**config.mk**
```make
export PLATFORM = sky130hd
export DESIGN_NAME = id_stage
export DESIGN_NICKNAME = d
export VERILOG_FILES = /design/src/rtl/mips16_pkg.sv /design/src/rtl/id_decoder.sv /design/src/rtl/id_stage.sv
export SDC_FILE = /design/constraint.sdc
export NUM_CORES = 1
export LEC_CHECK = 0
export ABC_AREA = 1
export CAP_MARGIN = 20
export CORE_MARGIN = 2
export CORE_UTILIZATION = 40
export CTS_BUF_LIST = sky130_fd_sc_hd__clkbuf_4 sky130_fd_sc_hd__clkbuf_8
export DETAILED_ROUTE_END_ITERATION = 8
export GPL_TIMING_DRIVEN = 0
export PLACE_DENSITY = 0.76
export SETUP_SLACK_MARGIN = 0.4
export SYNTH_ARGS = -nofsm -noshare
export SYNTH_HDL_FRONTEND = slang
export SYNTH_SLANG_ARGS = --single-unit
```
**constraint.sdc**
```tcl
create_clock -name clk -period 1.7 [get_ports clk]
set_input_delay 0.34 -clock clk [delete_from_list [all_inputs] [get_ports clk]]
set_output_delay 0.34 -clock clk [all_outputs]
set_load 0.03 [all_outputs]
```
**src/rtl/mips16_pkg.sv**
```systemverilog
// Shared encodings for the 16-bit, 8-register MIPS pipeline.
// Pure types and constants; no logic, no latency, no flow control.
// Consumers import with mips16_pkg::*.
package mips16_pkg;

  typedef logic [3:0] opcode_t;

  localparam opcode_t OP_R    = 4'h0;
  localparam opcode_t OP_ADDI = 4'h1;
  localparam opcode_t OP_LW   = 4'h2;
  localparam opcode_t OP_SW   = 4'h3;
  localparam opcode_t OP_BEQ  = 4'h4;

  // Instruction field positions: opcode | rs | rt | rd | funct, imm overlays rd|funct.
  localparam int OP_MSB    = 15;
  localparam int OP_LSB    = 12;
  localparam int RS_MSB    = 11;
  localparam int RS_LSB    = 9;
  localparam int RT_MSB    = 8;
  localparam int RT_LSB    = 6;
  localparam int RD_MSB    = 5;
  localparam int RD_LSB    = 3;
  localparam int FUNCT_MSB = 2;
  localparam int FUNCT_LSB = 0;
  localparam int IMM_MSB   = 5;
  localparam int IMM_W     = 6;

  typedef enum logic [1:0] {
    DEST_NONE = 2'd0,
    DEST_RD   = 2'd1,
    DEST_RT   = 2'd2
  } dest_sel_t;

  typedef struct packed {
    logic      reg_write;
    logic      mem_read;
    logic      mem_write;
    logic      illegal;
    logic      uses_rt;
    dest_sel_t dest_sel;
  } ctrl_t;

endpackage

```
**src/rtl/id_decoder.sv**
```systemverilog
// Opcode to control-bundle lookup for the ID stage.
// Purely combinational, zero latency.
// No flow control; the caller qualifies the result with its valid.
module id_decoder
  import mips16_pkg::*;
(
  input  logic [3:0] opcode,
  output ctrl_t      ctrl
);

  always_comb begin
    ctrl = '{reg_write: 1'b0, mem_read: 1'b0, mem_write: 1'b0,
             illegal: 1'b0, uses_rt: 1'b0, dest_sel: DEST_NONE};
    case (opcode)
      OP_R: begin
        ctrl.reg_write = 1'b1;
        ctrl.uses_rt   = 1'b1;
        ctrl.dest_sel  = DEST_RD;
      end
      OP_ADDI: begin
        ctrl.reg_write = 1'b1;
        ctrl.dest_sel  = DEST_RT;
      end
      OP_LW: begin
        ctrl.reg_write = 1'b1;
        ctrl.mem_read  = 1'b1;
        ctrl.dest_sel  = DEST_RT;
      end
      OP_SW: begin
        ctrl.mem_write = 1'b1;
        ctrl.uses_rt   = 1'b1;
      end
      OP_BEQ: begin
        ctrl.uses_rt   = 1'b1;
      end
      default: begin
        ctrl.illegal   = 1'b1;
      end
    endcase
  end

endmodule

```
**src/rtl/id_stage.sv**
```systemverilog
// Instruction decode with writeback bypass, load-use bubble and ID/EX register.
// One cycle from acceptance to ex_*.
// if_ready drops on load-use hazard, external stall or reset; stall holds ID/EX.
module id_stage
  import mips16_pkg::*;
#(
  parameter int DATA_W = 16,
  parameter int ADDR_W = 3,
  parameter int CNT_W  = 16
) (
  input  logic              clk,
  input  logic              reset,
  input  logic              if_valid,
  input  logic [DATA_W-1:0] if_instr,
  input  logic [DATA_W-1:0] if_pc,
  output logic              if_ready,
  input  logic              stall,
  input  logic              flush,
  output logic [ADDR_W-1:0] read_register_1,
  output logic [ADDR_W-1:0] read_register_2,
  input  logic [DATA_W-1:0] read_data_1,
  input  logic [DATA_W-1:0] read_data_2,
  input  logic              wb_reg_write,
  input  logic [ADDR_W-1:0] wb_write_register,
  input  logic [DATA_W-1:0] wb_write_data,
  output logic              ex_valid,
  output logic              ex_reg_write,
  output logic              ex_mem_read,
  output logic              ex_mem_write,
  output logic              ex_illegal,
  output logic [3:0]        ex_opcode,
  output logic [2:0]        ex_funct,
  output logic [ADDR_W-1:0] ex_dest,
  output logic [DATA_W-1:0] ex_rs_data,
  output logic [DATA_W-1:0] ex_rt_data,
  output logic [DATA_W-1:0] ex_imm,
  output logic [DATA_W-1:0] ex_pc,
  output logic [CNT_W-1:0]  stall_count
);

  logic [3:0]        opcode;
  logic [ADDR_W-1:0] rs;
  logic [ADDR_W-1:0] rt;
  logic [ADDR_W-1:0] rd;
  logic [2:0]        funct;
  logic [DATA_W-1:0] imm;
  ctrl_t             ctrl;
  logic [ADDR_W-1:0] dest;
  logic [DATA_W-1:0] rs_data;
  logic [DATA_W-1:0] rt_data;
  logic              hazard;

  assign opcode = if_instr[OP_MSB:OP_LSB];
  assign rs     = if_instr[RS_MSB:RS_LSB];
  assign rt     = if_instr[RT_MSB:RT_LSB];
  assign rd     = if_instr[RD_MSB:RD_LSB];
  assign funct  = if_instr[FUNCT_MSB:FUNCT_LSB];
  assign imm    = {{(DATA_W-IMM_W){if_instr[IMM_MSB]}}, if_instr[IMM_MSB:0]};

  assign read_register_1 = rs;
  assign read_register_2 = rt;

  id_decoder u_decoder (
    .opcode (opcode),
    .ctrl   (ctrl)
  );

  always_comb begin
    dest = '0;
    case (ctrl.dest_sel)
      DEST_RD: dest = rd;
      DEST_RT: dest = rt;
      default: dest = '0;
    endcase
  end

  // RegisterFile's write lands on the next edge, so same-cycle writes are forwarded here.
  assign rs_data = (wb_reg_write && (wb_write_register == rs)) ? wb_write_data : read_data_1;
  assign rt_data = (wb_reg_write && (wb_write_register == rt)) ? wb_write_data : read_data_2;

  assign hazard = if_valid & ex_valid & ex_mem_read &
                  ((ex_dest == rs) | (ctrl.uses_rt & (ex_dest == rt)));

  assign if_ready = !hazard && !stall && !reset;

  always_ff @(posedge clk) begin
    if (reset) begin
      ex_valid     <= 1'b0;
      ex_reg_write <= 1'b0;
      ex_mem_read  <= 1'b0;
      ex_mem_write <= 1'b0;
      ex_illegal   <= 1'b0;
      ex_opcode    <= '0;
      ex_funct     <= '0;
      ex_dest      <= '0;
      ex_rs_data   <= '0;
      ex_rt_data   <= '0;
      ex_imm       <= '0;
      ex_pc        <= '0;
      stall_count  <= '0;
    end else if (flush) begin
      ex_valid     <= 1'b0;
      ex_reg_write <= 1'b0;
      ex_mem_read  <= 1'b0;
      ex_mem_write <= 1'b0;
      ex_illegal   <= 1'b0;
    end else if (!stall) begin
      if (hazard) begin
        // The LW moves on next cycle, clearing ex_mem_read, so one bubble suffices.
        ex_valid     <= 1'b0;
        ex_reg_write <= 1'b0;
        ex_mem_read  <= 1'b0;
        ex_mem_write <= 1'b0;
        ex_illegal   <= 1'b0;
        if (stall_count != {CNT_W{1'b1}}) begin
          stall_count <= stall_count + 1'b1;
        end
      end else begin
        ex_valid     <= if_valid;
        ex_reg_write <= if_valid & ctrl.reg_write;
        ex_mem_read  <= if_valid & ctrl.mem_read;
        ex_mem_write <= if_valid & ctrl.mem_write;
        ex_illegal   <= if_valid & ctrl.illegal;
        ex_opcode    <= opcode;
        ex_funct     <= funct;
        ex_dest      <= dest;
        ex_rs_data   <= rs_data;
        ex_rt_data   <= rt_data;
        ex_imm       <= imm;
        ex_pc        <= if_pc;
      end
    end
  end

endmodule
```
==> metrics.md <==
| Metric | Value |
|---|---|
| Total number of vias | 5,296 |
| Area growth from synthesis to layout | 79.7% |
| Post-CTS Hold Buffers | 0 |
| Element type at the critical path end | output pin |
| Pin count of the biggest net entering global routing | 14 |
| Vias/cell | 4.83 |
| Synthesized flop and latch total | 82 |
| Final setup violation count | 4 |
| CP bufs+invs | 2 |
| Summed area of non-filler cells in the final layout | 8010 um^2 |
| Overall track demand over capacity in global routing | 0.261 |
| Violations in the final reports | setup timing |
| Multi-input logic area | 2760 um^2 |
| Setup ws final | -0.134 ns |
| Peak clock frequency supported by timing | 545 MHz |
| Number of top-level pins | 191 |
| Clock slew seen by the registers of the worst setup and hold paths | 0.08 ns |
| Number of buffers inserted during clock tree synthesis | 9 |
| Worst min-delay path class | input pin to register |
| Number of antenna violations at the first check in global routing | 0 |
| Share of the clock period used by the worst path | 1.08 |
| Max-cap check violation count | 0 |
| Leakage power figure | 0.00378 uW |
| Worst Setup Start Kind | register |
| H-tree levels | 3 |
| Cell type group with the largest total delay on the critical path | simple AND/OR/NAND/NOR gates |
| Routed Antenna Nets | 0 |
| Status | finished with violations |
| Worst vdd rail ir drop | 480 uV |
| Data required time of the critical path | 1.36 ns |
| Slew at the pin closest to its max-slew limit | 0.704 ns |
| Clock tree from TritonCTS | done |
| Largest buffer count on any clock path | 2 |
| Total Die Area | 12,000 um^2 |
| Core box area | 10,800 um^2 |
| Post-route DRC | 0 |
| Slowest-stage cell, CP | sky130_fd_sc_hd__dfxtp_4 |
| Worst path cell trace | inv_2 > nand2_2 > nand2_2 > nor2_2 > nand3_2 > a21oi_4 > nor3_4 > buf_6 |
| Reg area | 1690 um^2 |
| Ys Warns | 0 |
| Worst hold path cell count | 3 |
| Die Ht | 110 um |
| Worst slack, placed | -1.08 ns |
| Post-Route Skew | 0.0153 ns |
| Post-synthesis instance total | 700 |
| Number of placement rows | 38 |
| Detail-routed net length per standard cell | 14.9 um |
| Fraction of layout cells with a size suffix above 1 | 0.419 |
| First-pass GRT wire length | 24,600 um |
| Shortest clock period the worst path allows after layout | 1.83 ns |
| GR Overflow Total | 0 |
| Dpl hpwl | 10,700 um |
| Fin util | 0.739 |
| Post-synthesis instance area | 4460 um^2 |
| R2r setup slk | 0 ns |
| CP Max Fanout | 4 |
| Net total in the final layout | 1,042 |
| Largest stage delay on the critical path | 0.38 ns |
| Slew headroom | 0.531 |
| HP Start | if_instr[15] |
| Clock tree root driver cell | sky130_fd_sc_hd__clkbuf_8 |
| Synth Area per Inst | 6.37 um^2 |
| Startpoint-to-endpoint class of the critical path | register to output pin |
| Final wirelength | 16,400 um |
| Post-Synthesis Net Count | 792 |
| Number of global-route vias before repair | 4,992 |
| Skew-Pair Late Insertion Delay | 0.36 ns |
| Worst Hold Path EP | ex_opcode[3] |
| Starting density of the core | 0.411 |
| Count of routing violations after the opening detailed-route iteration | 300 |
| Clock sink count | 82 |
| Library cell appearing most often on the critical path | sky130_fd_sc_hd__nand2_2 |
| Fill cell count | 824 |
| RSZ-0062 raised after global routing | yes |
| Port Buf Inserts | 188 |
| Final Hold Violating Endpoints | 0 |
| First-pass DRT Iterations | 4 |
| Sequential cell area fraction in the yosys report | 0.368 |
| Gpl congestion | 0.832 |
| Worst R2R Start | ex_dest[2] |
| Number of cell instances on the worst register-to-register path | 14 |
| RR Endpoint | ex_rs_data[8] |
| Placed Instance Area | 6630 um^2 |
| Number of max-slew violations in the final report | 0 |
| Die Span X | 110 um |
| Power density over the cells | 642 nW/um^2 |
| Number of different library cells in the post-synthesis netlist | 24 |
| Arr. time, crit path | 1.49 ns |
report_power, final:
group | switching, uW | internal, uW | leakage, uW
sequential | 56.4 | 2000 | 0.000684
combinational | 782 | 673 | 0.00298
clock | 727 | 905 | 0.000118
total | 1560 | 3580 | 0.00378
stage by stage:
| step | power (uW) | hold WS, ns | TNS [ns] | cells |
|---|---|---|---|---|
| after CTS | 5050 | 0.346 | -0.166 | 1087 |
| after global placement | 3250 | 0.445 | -44.30 | 1028 |
| after floorplan | 2720 | 0.484 | 0 | 700 |
| after global routing | 5340 | 0.326 | -3.26 | 1095 |
| after detailed placement | 3260 | 0.454 | -48.44 | 1028 |
| final | 5140 | 0.324 | -0.140 | 1096 |
Yosys cell counts:
library cell / n / area, um^2
sky130_fd_sc_hd__nand2_2: 1 / 6.26
sky130_fd_sc_hd__xnor2_1: 10 / 87.6
sky130_fd_sc_hd__clkbuf_1: 23 / 86.3
sky130_fd_sc_hd__nand3_1: 10 / 50.1
sky130_fd_sc_hd__nor2_2: 2 / 12.5
sky130_fd_sc_hd__buf_4: 24 / 180
sky130_fd_sc_hd__clkinv_1: 3 / 11.3
sky130_fd_sc_hd__buf_2: 3 / 15.0
sky130_fd_sc_hd__o21ai_0: 40 / 200
sky130_fd_sc_hd__buf_6: 4 / 45.0
sky130_fd_sc_hd__nand4_1: 45 / 282
sky130_fd_sc_hd__inv_1: 92 / 345
sky130_fd_sc_hd__nor3_1: 5 / 25.0
sky130_fd_sc_hd__a22o_1: 1 / 8.76
sky130_fd_sc_hd__nand2_4: 2 / 22.5
sky130_fd_sc_hd__o21bai_1: 1 / 7.51
sky130_fd_sc_hd__xor2_1: 5 / 43.8
sky130_fd_sc_hd__ha_1: 3 / 37.5
sky130_fd_sc_hd__nand3_2: 2 / 20.0
sky130_fd_sc_hd__a21oi_1: 34 / 170
sky130_fd_sc_hd__dfxtp_1: 82 / 1640
sky130_fd_sc_hd__or2_2: 1 / 6.26
sky130_fd_sc_hd__nor2_1: 113 / 424
sky130_fd_sc_hd__nand2_1: 194 / 728
state kept, by name, indices dropped and copies added, names as in the netlist:
signal,count
ex_rt_data,16
ex_valid,1
ex_imm,4
ex_reg_write,1
ex_funct,2
stall_count,16
ex_mem_read,1
ex_rs_data,16
ex_opcode,4
ex_pc,16
ex_illegal,1
ex_mem_write,1
ex_dest,3
cell usage in the layout, fill, tap and decap left out, types with 7 or more instances in the layout:
cell type                         netlist  final
sky130_fd_sc_hd__a21oi_1               34     12
sky130_fd_sc_hd__xnor2_1               10     10
sky130_fd_sc_hd__nand4_1               45     45
sky130_fd_sc_hd__nand2_2                1     51
sky130_fd_sc_hd__o21ai_0               40     25
sky130_fd_sc_hd__clkbuf_8               0     14
sky130_fd_sc_hd__dfxtp_1               82     58
sky130_fd_sc_hd__clkbuf_1              23     13
sky130_fd_sc_hd__a21oi_2                0     21
sky130_fd_sc_hd__clkbuf_2               0      8
sky130_fd_sc_hd__nand2_1              194    117
sky130_fd_sc_hd__buf_4                 24     37
sky130_fd_sc_hd__o21ai_1                0     13
sky130_fd_sc_hd__clkdlybuf4s50_1        0     75
sky130_fd_sc_hd__nor2_2                 2     27
sky130_fd_sc_hd__buf_2                  3     65
sky130_fd_sc_hd__buf_16                 0      9
sky130_fd_sc_hd__buf_6                  4     47
sky130_fd_sc_hd__dfxtp_4                0      7
sky130_fd_sc_hd__buf_8                  0     11
sky130_fd_sc_hd__nor2_1               113     80
sky130_fd_sc_hd__nor2_4                 0      8
sky130_fd_sc_hd__buf_12                 0     12
sky130_fd_sc_hd__nand2_4                2     28
sky130_fd_sc_hd__dfxtp_2                0     17
sky130_fd_sc_hd__inv_1                 92     88
cells by family (layout without fill, tap and decap cells):
group,after synthesis,in the layout,share of synthesized area
simple gates,375,375,0.354
fa+ha+maj,3,3,0.00842
xor+xnor,15,15,0.0295
buf+inv,149,404,0.153
flops,82,82,0.368
other cells,0,1,0
compound gates,76,76,0.0867
area by class of cell:
class                   instances  share of cell area
multi-input cells             469               0.344
repair buffers                239               0.284
well taps                     140              0.0219
clock buffers                  12              0.0191
diodes                          1            0.000312
flip-flops and latches         82               0.211
plain buffers                  54              0.0654
inverters                      95              0.0453
clock inverters                 4             0.00922
how the worst max path moves through the flow:
stage / from / endpoint / slack [ns] / depth (start not counted)
final: ex_dest[2] / if_ready / -0.13 / 8
after global routing: ex_dest[2] / if_ready / -0.19 / 8
after CTS: ex_dest[1] / if_ready / -0.16 / 8
after detailed placement: if_instr[8] / if_ready / -1.08 / 9
after global placement: if_instr[8] / if_ready / -1.04 / 9
after floorplan: stall_count[1] / stall_count[11] / 0.1 / 11
layer usage:
| metal | global-route usage | share of wire | vias to the layer above | routed length [um] |
|---|---|---|---|---|
| met1 | 0.339 | 0.42 | 2410 | 6840 |
| met2 | 0.429 | 0.50 | 183 | 8120 |
| met5 | 0 | 0 | - | 0 |
| li1 | - | - | 2675 | - |
| met4 | 0.0958 | 0.023 | 0 | 374 |
| met3 | 0.0498 | 0.063 | 28 | 1030 |
tightest hold or removal path: stages:
cell                       delay, ns
sky130_fd_sc_hd__clkbuf_2       0.12
sky130_fd_sc_hd__nand4_1        0.11
sky130_fd_sc_hd__a21oi_2        0.06
repair_timing:
action	4_1_cts	5_1_grt
setup buffers	29	8
resized for setup	752	137
gates cloned	14	0
endpoints found under the setup margin	184	110
pin swaps	52	53
Power figures use the tool's default switching activity.
